--- config.mk ---
export PLATFORM = sky130hd
export DESIGN_NAME = jt51_ch_wr
export DESIGN_NICKNAME = d
export VERILOG_FILES = /design/src/rtl/jt51_pkg.sv /design/src/rtl/jt51_busy_cnt.sv /design/src/rtl/jt51_ch_wr.sv
export SDC_FILE = /design/constraint.sdc
export NUM_CORES = 1
export LEC_CHECK = 0
export CAP_MARGIN = 10
export CORE_UTILIZATION = 42
export CTS_CLUSTER_SIZE = 12
export DETAILED_ROUTE_END_ITERATION = 6
export PLACE_DENSITY = 0.78
export SYNTH_ARGS = -nofsm -noshare
export SYNTH_HDL_FRONTEND = slang
export SYNTH_SLANG_ARGS = --single-unit
--- constraint.sdc ---
create_clock -name clk -period 1.5 [get_ports clk]
set_input_delay 0.3 -clock clk [delete_from_list [all_inputs] [get_ports clk]]
set_output_delay 0.3 -clock clk [all_outputs]
set_load 0.02 [all_outputs]
--- src/rtl/jt51_pkg.sv ---
// Shared definitions for the jt51 CPU write front end.
// Holds the channel address bases, the default busy length and the strobe selector.
package jt51_pkg;

  localparam logic [7:0] CH_RL_BASE  = 8'h20;
  localparam logic [7:0] CH_KC_BASE  = 8'h28;
  localparam logic [7:0] CH_KF_BASE  = 8'h30;
  localparam logic [7:0] CH_PMS_BASE = 8'h38;

  localparam int BUSY_CYCLES_DEF = 32;

  typedef enum logic [2:0] {
    SEL_RL    = 3'd0,
    SEL_KC    = 3'd1,
    SEL_KF    = 3'd2,
    SEL_PMS   = 3'd3,
    SEL_OTHER = 3'd4
  } sel_e;

  // Each channel register group spans eight addresses, so addr[7:3] picks the group
  function automatic sel_e ch_sel(input logic [7:0] addr);
    sel_e sel;
    case (addr[7:3])
      CH_RL_BASE[7:3]:  sel = SEL_RL;
      CH_KC_BASE[7:3]:  sel = SEL_KC;
      CH_KF_BASE[7:3]:  sel = SEL_KF;
      CH_PMS_BASE[7:3]: sel = SEL_PMS;
      default:          sel = SEL_OTHER;
    endcase
    return sel;
  endfunction

endpackage

--- src/rtl/jt51_busy_cnt.sv ---
// Busy counter: load starts a window of BUSY_CYCLES cen ticks.
// expire flags the edge on which the window would close, letting the caller reload seamlessly.
module jt51_busy_cnt
  import jt51_pkg::*;
#(
  parameter int BUSY_CYCLES = BUSY_CYCLES_DEF
) (
  input  logic clk,
  input  logic rst,
  input  logic cen,
  input  logic load,
  output logic busy,
  output logic expire
);

  localparam logic [7:0] LOAD_VAL = 8'(BUSY_CYCLES);

  logic [7:0] cnt_r;
  logic       busy_r;

  assign expire = busy_r & cen & (cnt_r == 8'd1);
  assign busy   = busy_r;

  // Load wins over the decrement so a reload on the expiring edge keeps busy high
  always_ff @(posedge clk) begin
    if (rst) begin
      cnt_r  <= 8'd0;
      busy_r <= 1'b0;
    end else if (load) begin
      cnt_r  <= LOAD_VAL;
      busy_r <= 1'b1;
    end else if (busy_r && cen) begin
      cnt_r <= cnt_r - 8'd1;
      if (cnt_r == 8'd1) begin
        busy_r <= 1'b0;
      end
    end
  end

endmodule

--- src/rtl/jt51_ch_wr.sv ---
// YM2151 CPU write front end: address/data latch, channel register decode and busy flag.
// Optional macro JT51_WR_QUEUE_EN adds a one-entry queue for data writes made while busy.
module jt51_ch_wr
  import jt51_pkg::*;
#(
  parameter int BUSY_CYCLES = BUSY_CYCLES_DEF
) (
  input  logic       clk,
  input  logic       rst,
  input  logic       cen,
  input  logic       wr,
  input  logic       a0,
  input  logic [7:0] din,
  output logic       busy,
  output logic [7:0] dout,
  output logic [2:0] up_ch,
  output logic       up_rl,
  output logic       up_kc,
  output logic       up_kf,
  output logic       up_pms,
  output logic       up_other,
  output logic [7:0] up_addr
);

  logic [7:0] addr_q_r;
  logic       data_wr_s;
  logic       busy_s;
  logic       expire_s;
  logic       issue_s;
  logic [7:0] issue_addr_s;
  logic [7:0] issue_data_s;
  sel_e       issue_sel_s;

  assign data_wr_s = wr & a0;
  assign busy      = busy_s;

  jt51_busy_cnt #(
    .BUSY_CYCLES (BUSY_CYCLES)
  ) u_busy_cnt (
    .clk    (clk),
    .rst    (rst),
    .cen    (cen),
    .load   (issue_s),
    .busy   (busy_s),
    .expire (expire_s)
  );

`ifdef JT51_WR_QUEUE_EN
  logic       q_valid_r;
  logic [7:0] q_addr_r;
  logic [7:0] q_data_r;
  logic       q_take_s;

  // A write landing on the expiring edge with an empty queue passes straight through
  always_comb begin
    issue_s      = 1'b0;
    issue_addr_s = addr_q_r;
    issue_data_s = din;
    q_take_s     = 1'b0;
    if (!busy_s) begin
      issue_s = data_wr_s;
    end else if (expire_s) begin
      if (q_valid_r) begin
        issue_s      = 1'b1;
        issue_addr_s = q_addr_r;
        issue_data_s = q_data_r;
      end else begin
        issue_s = data_wr_s;
      end
    end else begin
      q_take_s = data_wr_s & ~q_valid_r;
    end
  end

  // Queue holds its own address copy so later address writes cannot retarget it
  always_ff @(posedge clk) begin
    if (rst) begin
      q_valid_r <= 1'b0;
      q_addr_r  <= 8'd0;
      q_data_r  <= 8'd0;
    end else if (q_take_s) begin
      q_valid_r <= 1'b1;
      q_addr_r  <= addr_q_r;
      q_data_r  <= din;
    end else if (expire_s && q_valid_r) begin
      q_valid_r <= 1'b0;
    end
  end
`else
  // Without the queue, data writes during busy are simply ignored
  always_comb begin
    issue_s      = data_wr_s & ~busy_s;
    issue_addr_s = addr_q_r;
    issue_data_s = din;
  end
`endif

  // Decode the group of the address being issued this cycle
  always_comb begin
    issue_sel_s = ch_sel(issue_addr_s);
  end

  // Address latch plus registered update strobes; strobes last exactly one clk
  always_ff @(posedge clk) begin
    if (rst) begin
      addr_q_r <= 8'd0;
      dout     <= 8'd0;
      up_ch    <= 3'd0;
      up_addr  <= 8'd0;
      up_rl    <= 1'b0;
      up_kc    <= 1'b0;
      up_kf    <= 1'b0;
      up_pms   <= 1'b0;
      up_other <= 1'b0;
    end else begin
      if (wr && !a0) begin
        addr_q_r <= din;
      end
      up_rl    <= 1'b0;
      up_kc    <= 1'b0;
      up_kf    <= 1'b0;
      up_pms   <= 1'b0;
      up_other <= 1'b0;
      if (issue_s) begin
        dout    <= issue_data_s;
        up_addr <= issue_addr_s;
        up_ch   <= issue_addr_s[2:0];
        case (issue_sel_s)
          SEL_RL:  up_rl    <= 1'b1;
          SEL_KC:  up_kc    <= 1'b1;
          SEL_KF:  up_kf    <= 1'b1;
          SEL_PMS: up_pms   <= 1'b1;
          default: up_other <= 1'b1;
        endcase
      end
    end
  end

endmodule

Word level (Yosys, flattened, before mapping) --
Index checks and enable logic that the tools add are counted.
Word-level totals: flip-flop bits (word level) 41, output and inout bits 25, input bits 13
Operators by class: $add $sub $neg 1, mux-type cells 11, reductions and logical operators 10, equal/unequal tests 8, bitwise gates (word level) 4
Operator list (count):
- equality test 5 x 3 -> 1 bit (second input constant) | 4
- 2-to-1 mux 6 bit | 2
- case mux 3 bit (4 select lines) | 1
- equality test 8 x 1 -> 1 bit (second input constant) | 1
- 2-to-1 mux 1 bit | 8
- subtractor 8 x 1 -> 8 bit (second input constant) | 1
- equality test 3 x 2 -> 1 bit (second input constant) | 2
- nonzero test 2 bit | 2
- OR reduction 2 bit | 2
- OR reduction 4 bit | 1
- equality test 3 x 1 -> 1 bit (second input constant) | 1
- logical NOT 3 bit | 1
- AND 1 bit | 2
- logical AND 1 bit | 2
- inverter 1 bit | 2
- AND reduction 2 bit | 1
- logical NOT 1 bit | 1

Depth between registers and ports, before layout --
Gate-level depths: netlist (run 1).
depth after elaboration 5, depth in mapped cells 5

Cells and area by module --
A second synthesis (run 1) with hierarchy kept.
Second synthesis, totals: cell total of the unflattened synthesis 163, area total of the unflattened synthesis 1462.7 um^2
By module, submodules not included:
- jt51_ch_wr | area each 1034.7 um^2, cells an instance 115, times used 1
- jt51_busy_cnt | area each 427.9 um^2, cells an instance 48, times used 1

Least setup slack after synthesis (run 1) --
OpenSTA, ideal clock, no wires.
path type reg2reg, from register u_busy_cnt.cnt_r[3], to register u_busy_cnt.cnt_r[7], arrival time 1478 ps, setup slack -48 ps, clock period less this slack 1548 ps, cell stages (with the launch flop) 4, path buffers 0, library setup time 71 ps, path through dfxtp_1 -> or4_4 -> or4_1 -> a21oi_1
Between the ends: cells in the longest elaborated chain, start to end 1
RTL lines:
- start: declaration | line jt51_busy_cnt.sv:18 | logic [7:0] cnt_r;
- start signal: assignment | line jt51_busy_cnt.sv:33 | cnt_r <= cnt_r - 8'd1;
- subtractor 8 x 1 -> 8 bit | line jt51_busy_cnt.sv:33
No other way between the ends. A chain may end at the register's enable or synchronous reset.

Worst setup path in the final report (run 1) --
from register u_busy_cnt.cnt_r[6], to register u_busy_cnt.cnt_r[7]
Same word-level chain as after synthesis.

==> results of run 1 <==
repair_timing:
item	CTS	global route
setup endpoints to repair	28	3
resized for setup	28	5
setup buffers	1	0
pin swaps	4	1
routing by layer:
metal,share of wire,global-route usage
met1,0.42,0.2032
met5,0,0
met4,0.022,0.1163
met3,0.037,0.04762
met2,0.52,0.3359
through the flow:
step | setup slack (ns) | power [mW] | hold WS (ns) | cells | util
3_5_place_dp | -0.2116 | 1.365 | 0.4457 | 248 | 0.6140
4_1_cts | -0.01298 | 1.889 | 0.4587 | 257 | 0.6268
3_3_place_gp | -0.1309 | 1.355 | 0.4426 | 248 | 0.6140
6_report | -0.009037 | 1.886 | 0.4557 | 257 | 0.6328
5_1_grt | -0.05895 | 1.976 | 0.4689 | 257 | 0.6328
2_1_floorplan | 0.0002155 | 1.233 | 0.4192 | 162 | -
Yosys cell counts:
master	instances	area [um2]
nor2b_1	1	6.260
nand4_1	1	6.260
nor3b_1	1	7.510
or4_4	1	11.26
a311oi_1	1	8.760
xnor2_1	1	8.760
mux2i_1	8	80.08
nand4b_1	2	17.52
nor3_1	1	5.000
or4_1	3	22.52
clkbuf_1	7	26.28
ha_1	2	25.02
buf_4	3	22.52
and3b_1	1	8.760
o41ai_1	1	8.760
or3_1	2	12.51
buf_1	1	3.750
nand3_1	1	5.000
o21ai_0	3	15.01
o31ai_1	2	15.01
dfxtp_1	38	760.7
a21oi_1	23	115.1
inv_1	4	15.01
nor2_1	13	48.80
a31oi_1	1	6.260
nand2_1	36	135.1
nand3b_1	1	7.510
or3_2	3	22.52
flip-flops by register name, indices dropped and copies added (netlist names), 2 cells and up:
signal / cells
u_busy_cnt.cnt_r: 8
up_ch: 2
dout: 8
addr_q_r: 8
up_addr: 6
cells by family after synthesis:
family                   count (synthesis)  synth area share
AO/OA/AOI/OAI                           31            0.1183
XOR/XNOR                                 1          0.006136
adder cells (fa/ha/maj)                  2           0.01753
buffers and inverters                   15           0.04732
flip-flops                              38            0.5329
multiplexers                             8           0.05609
AND/OR/NAND/NOR                         67            0.2217
path summary, 6_finish.rpt:
check	from	to	slack, ns	cells after the start
min	up_addr[3]	up_addr[3]	0.46	2
max	u_busy_cnt.cnt_r[6]	u_busy_cnt.cnt_r[7]	-0.009	3
min reg2reg	up_addr[3]	up_addr[3]	0.46	2
max reg2reg	u_busy_cnt.cnt_r[6]	u_busy_cnt.cnt_r[7]	-0.009	3
area by class of cell:
class / instances / area share
Clock buffer: 7 / 0.02781
Tap cell: 44 / 0.02781
Multi-Input combinational cell: 109 / 0.3110
Sequential cell: 38 / 0.3875
Timing Repair Buffer: 54 / 0.2358
Clock inverter: 1 / 0.002528
Inverter: 4 / 0.007585
power by group through the flow:
| stage | sequential [mW] | combinational [mW] | clock [mW] |
|---|---|---|---|
| floorplan | 1.11 | 0.119 | 0 |
| CTS | 1.07 | 0.259 | 0.557 |
| detailed placement | 1.10 | 0.268 | 0 |
| finish | 1.07 | 0.268 | 0.545 |
| global route | 1.08 | 0.293 | 0.605 |
| global placement | 1.09 | 0.262 | 0 |
critical path: cells and delay by family, from the launching register on:
| family | cells | cell delay (ns) |
|---|---|---|
| AOI/OAI and AO/OA | 1 | 0.14 |
| DFF | 1 | 0.34 |
| and+or+nand+nor | 2 | 0.99 |
==> impl_metrics.toml, run 1 <==
[synthesis]
ys_seq_area_frac = 0.5329
synth_nets = 177
synth-seq-cells = 38
syn_area_um2 = 1428
synth_cells = 162
ys_warn_count = 0
avgSynthCellArea_um2 = 8.812
synth.distinct_cells = 28

[worst_setup_path]
start_kind = "register"
slowest_delay_ns = 0.54
cp.required_ns = 1.78
worstPathArrival_ns = 1.79
critPathKind = "reg2reg"
cp_cell_sequence = "or4_4 > or4_1 > a21oi_2"
cp_max_fo = 3
critical_path.endpoint_type = "register"
slowest_stage = "or4_4"

[placed_design]
dpl.hpwl_mm = 2.284
routabilityCongestion = 0.7782
dpl_cell_area_um2 = 1921
io_buffers = 37

[status]
violations = "negative setup slack"
status = "complete, but fails checks"

[power]
p_sw_uw = 476.9
power.internal_mw = 1.409
peakVddDrop_mv = 0.5247
netSwitchingFraction = 0.2529
seq_power_share = 0.569
p_comb_frac = 0.142
p_leak_nw = 0.8590
powerDensity_nw_per_um2 = 952.6
clkPwrFrac = 0.289

[finish]
nets = 227
fill_cells = 276
layout-drive-gt1-share = 0.1596
multi_input_area_um2 = 615.6
seqCellArea_um2 = 767.0
final_cell_mix = "36 x nand2_1, 35 x dfxtp_1, 25 x dlygate4sd2_1, 22 x a21oi_1, 17 x buf_4"
fin_area_um2 = 1979
final_common_cell = "nand2_1"
synthToLayoutAreaGrowth_pct = 38.65
diodes = 0

[timing]
period_minus_slack_ns = 1.509
tns_ns = -0.01387
setup_ws_ns = -0.009037
rsz0062_at_grt = "yes"
slew_headroom = 0.7564
report.final.setup_viol = 2
maxSlewViolCount = 0
tightest_slew_ns = 0.3646
skew_ns = 0.01276
fin_crit_sh = 1.006
hold_violations = 0
fmax_ghz = 0.6627

[global_routing]
grt_antenna_before_repair = 0
grt_max_degree = 24
grt.overflow.total = 0
grt_pass1_vias = 1206
grt_pass1_wl_mm = 5.057
grt.total_usage = 0.1907

[run]
cap_violations = 0

[drt]
drtIter0Drc = 56
viasPerCell = 4.981
drc = 0
drtPass1Iterations = 4
wl_per_cell_um = 12.20
num_vias = 1280
antenna_left = 0
routed_wl_mm = 3.135

[clock_tree]
clk_path_buf_depth = 2
hold_buffers = 0
cts_num_sinks = 38
clk_pin_slew_ns = 0.11
cts_tree = "yes"
cts-htree-levels = 2
cts_made_buffers = 5
cts_root_buf = "clkbuf_4"
clk_latency_ns = 0.34

[die]
die_h_um = 60.30
initial_core_util = 0.4564
fp.dieW_um = 60.30
rows = 20
io_pins = 38
core_um2 = 3128
die_area_um2 = 3636

[worst_hold_path]
hold_path_class = "reg2reg"
(Power assumes the default switching activity.)
==> run 2: changes to the inputs <==
Settings changed: HOLD_SLACK_MARGIN set to 0.06.
==> results of run 2 <==
Same layout as run 1: the final DEF is identical, and so are final timing and power.
==> run 3: changes to the inputs <==
Settings changed: CORE_UTILIZATION 42 to 43, PLACE_DENSITY 0.78 to 0.79, SYNTH_HIERARCHICAL set to 1.
==> run 3 against run 2 <==
Against the previous run:
- the flow now finishes without violations
- sequential cell count unchanged
- global-route usage grew 0.37 points
- clock skew down 0.0043 ns
==> impl_metrics.toml, run 3 <==
[power]
seq_power_share = 0.578
powerDensity_nw_per_um2 = 946.7
netSwitchingFraction = 0.2518
p_sw_uw = 470.6
p_comb_frac = 0.137
p_leak_nw = 0.8390
peakVddDrop_mv = 0.5315
power_mw = 1.869
clkPwrFrac = 0.285
power.internal_mw = 1.399

[global_routing]
grt_max_degree = 20
grt_pass1_vias = 1197
grt.overflow.total = 0
grt.total_usage = 0.1944
grt_pass1_wl_mm = 5.209
grt_antenna_before_repair = 0

[synthesis]
synth.distinct_cells = 37
netlist_top_cells_count = "38 x dfxtp_1, 34 x nand2_1, 20 x a21oi_1"
ys_warn_count = 6
syn_area_um2 = 1463
synth_cells = 163
synth-edff-count = 0
avgSynthCellArea_um2 = 8.973
synth_flop_cell = "dfxtp_1"
synthArstFlopShare = 0
synth-seq-cells = 38
synth_nets = 178
ys_seq_area_frac = 0.5201
yosysMostFrequentCell = "dfxtp_1"
yosys-top-cells-area = "dfxtp_1 52%, nand2_1 8.7%, a21oi_1 6.8%, mux2i_1 6.2%, nor2_1 2.8%"
synth_top_area_frac = 0.5201
synth_top_area_cell = "dfxtp_1"

[worst_setup_path]
start_kind = "register"
reg2reg_to = "u_busy_cnt/cnt_r[6]"
worstPathArrival_ns = 1.73
cp_max_fo = 7
r2r_slack_ns = 0.05
cp-endpoint = "u_busy_cnt/cnt_r[6]"
rr_worst_depth = 3
critical_path.endpoint_type = "register"
cp.required_ns = 1.77
crit_start = "u_busy_cnt/cnt_r[2]"
r2r_start = "u_busy_cnt/cnt_r[2]"
critPathKind = "reg2reg"

[timing]
report.final.setup_viol = 0
fin_crit_sh = 0.9693
maxSlewViolCount = 0
slew_headroom = 0.8027
rsz0062_at_grt = "no"
tns_ns = 0
hold_violations = 0
period_minus_slack_ns = 1.454
fmax_ghz = 0.6878
tightest_slew_ns = 0.2935
skew_ns = 0.008484

[drt]
antenna_left = 0
viasPerCell = 4.866
drtPass1Iterations = 4
drc = 0
num_vias = 1231
wl_per_cell_um = 12.40
routed_wl_mm = 3.138
drtIter0Drc = 29

[clock_tree]
cts_made_buffers = 5
cts_tree = "yes"
cts_root_buf = "clkbuf_4"
clk_path_buf_depth = 2
clk_latency_ns = 0.33
cts_num_sinks = 38
clk_pin_slew_ns = 0.10
cts-htree-levels = 2
hold_buffers = 0

[finish]
final_common_cell = "dfxtp_1"
largestRegisters = "addr_q_r: 8 flops, dout: 8 flops, u_busy_cnt/cnt_r: 8 flops"
final_cell_mix = "37 x dfxtp_1, 34 x nand2_1, 25 x dlygate4sd2_1, 19 x a21oi_1, 13 x buf_4"
synthToLayoutAreaGrowth_pct = 34.99
diodes = 0
nets = 223
fin_util = 0.6312
layout-drive-gt1-share = 0.1483

[worst_hold_path]
hold_path_class = "reg2reg"

[run]
cap_violations = 0

[placed_design]
routabilityCongestion = 0.7702
dpl.hpwl_mm = 2.336
io_buffers = 37

[die]
die_area_um2 = 3639
rows = 20
fp.dieW_um = 60.32
core_um2 = 3128
die_h_um = 60.32
io_pins = 38
initial_core_util = 0.4676

[status]
status = "completed"
run 3: cell count changes after synthesis, moves of 2 or more:
cell	previous run	this run
nor3b_2	0	2
clkbuf_1	7	4
buf_2	0	2
nor2_1	13	11
nor4_1	0	2
nand2_1	36	34
a21oi_1	23	20
or2_2	0	2
or3_2	3	1
or4_1	3	1
run 3: cell families (layout without fill, tap and decap cells):
logic type | Yosys count | after routing | synth area share
flip-flops | 38 | 38 | 0.5201
adder cells (fa/ha/maj) | 2 | 2 | 0.01711
buffers and inverters | 16 | 62 | 0.05132
AND/OR/NAND/NOR | 69 | 69 | 0.2378
XOR/XNOR | 2 | 2 | 0.01198
AO/OA/AOI/OAI | 27 | 27 | 0.1001
multiplexers | 9 | 9 | 0.06159
run 3: metrics by stage:
stage | area [um2] | std cells | setup WS [ns] | hold WS [ns]
after floorplan | 1485 | 163 | 0.01313 | 0.3694
after global placement | 1923 | 244 | -0.1356 | 0.4394
after detailed placement | 1923 | 244 | -0.2355 | 0.4458
after CTS | 1958 | 252 | 0.004604 | 0.4598
after global routing | 1974 | 253 | 0.004654 | 0.4799
final | 1974 | 253 | 0.04612 | 0.4546
run 3: critical path: stages, from the launching register on:
cell and delay [ns]:
dfxtp_1 0.33, or3_4 0.43, or4_1 0.50, a21oi_2 0.14
run 3: worst min-delay path by stage:
stage,endpoint,start,depth (start not counted)
5_1_grt,up_addr[7],up_addr[7],2
6_report,up_ch[1],addr_q_r[1],2
3_3_place_gp,up_ch[1],addr_q_r[1],2
3_5_place_dp,up_ch[1],addr_q_r[1],2
4_1_cts,up_addr[6],up_addr[6],2
2_1_floorplan,u_busy_cnt/cnt_r[5],rst,1
run 3: metal layers:
metal | part of all wire | up-vias | track usage | wire, um
li1 | - | 635 | - | -
met1 | 0.45 | 564 | 0.2303 | 1397
met2 | 0.51 | 29 | 0.3407 | 1604
met3 | 0.033 | 3 | 0.04545 | 102
met4 | 0.011 | 0 | 0.06977 | 33
met5 | 0 | - | 0 | 0
run 3: area by class of cell:
class	count	area [um2]
inverters	4	16.27
clock buffers	7	55.05
repair buffers	50	436.7
fillers	279	1154
flip-flops and latches	38	764.5
clock inverters	1	5.005
multi-input cells	109	641.9
well taps	44	55.05
run 3: what timing repair did:
action                                  in CTS  in global routing
resized for setup                           26                  2
pin swaps                                    0                  1
endpoints found under the setup margin      26                  2
setup buffers                                0                  1
run 3: power by group through the flow:
stage	clock network, mW	registers, mW	logic, mW
final	0.533	1.08	0.255
after global routing	0.606	1.09	0.279
after CTS	0.551	1.08	0.248
after detailed placement	0	1.10	0.259
after global placement	0	1.10	0.252
after floorplan	0	1.12	0.127
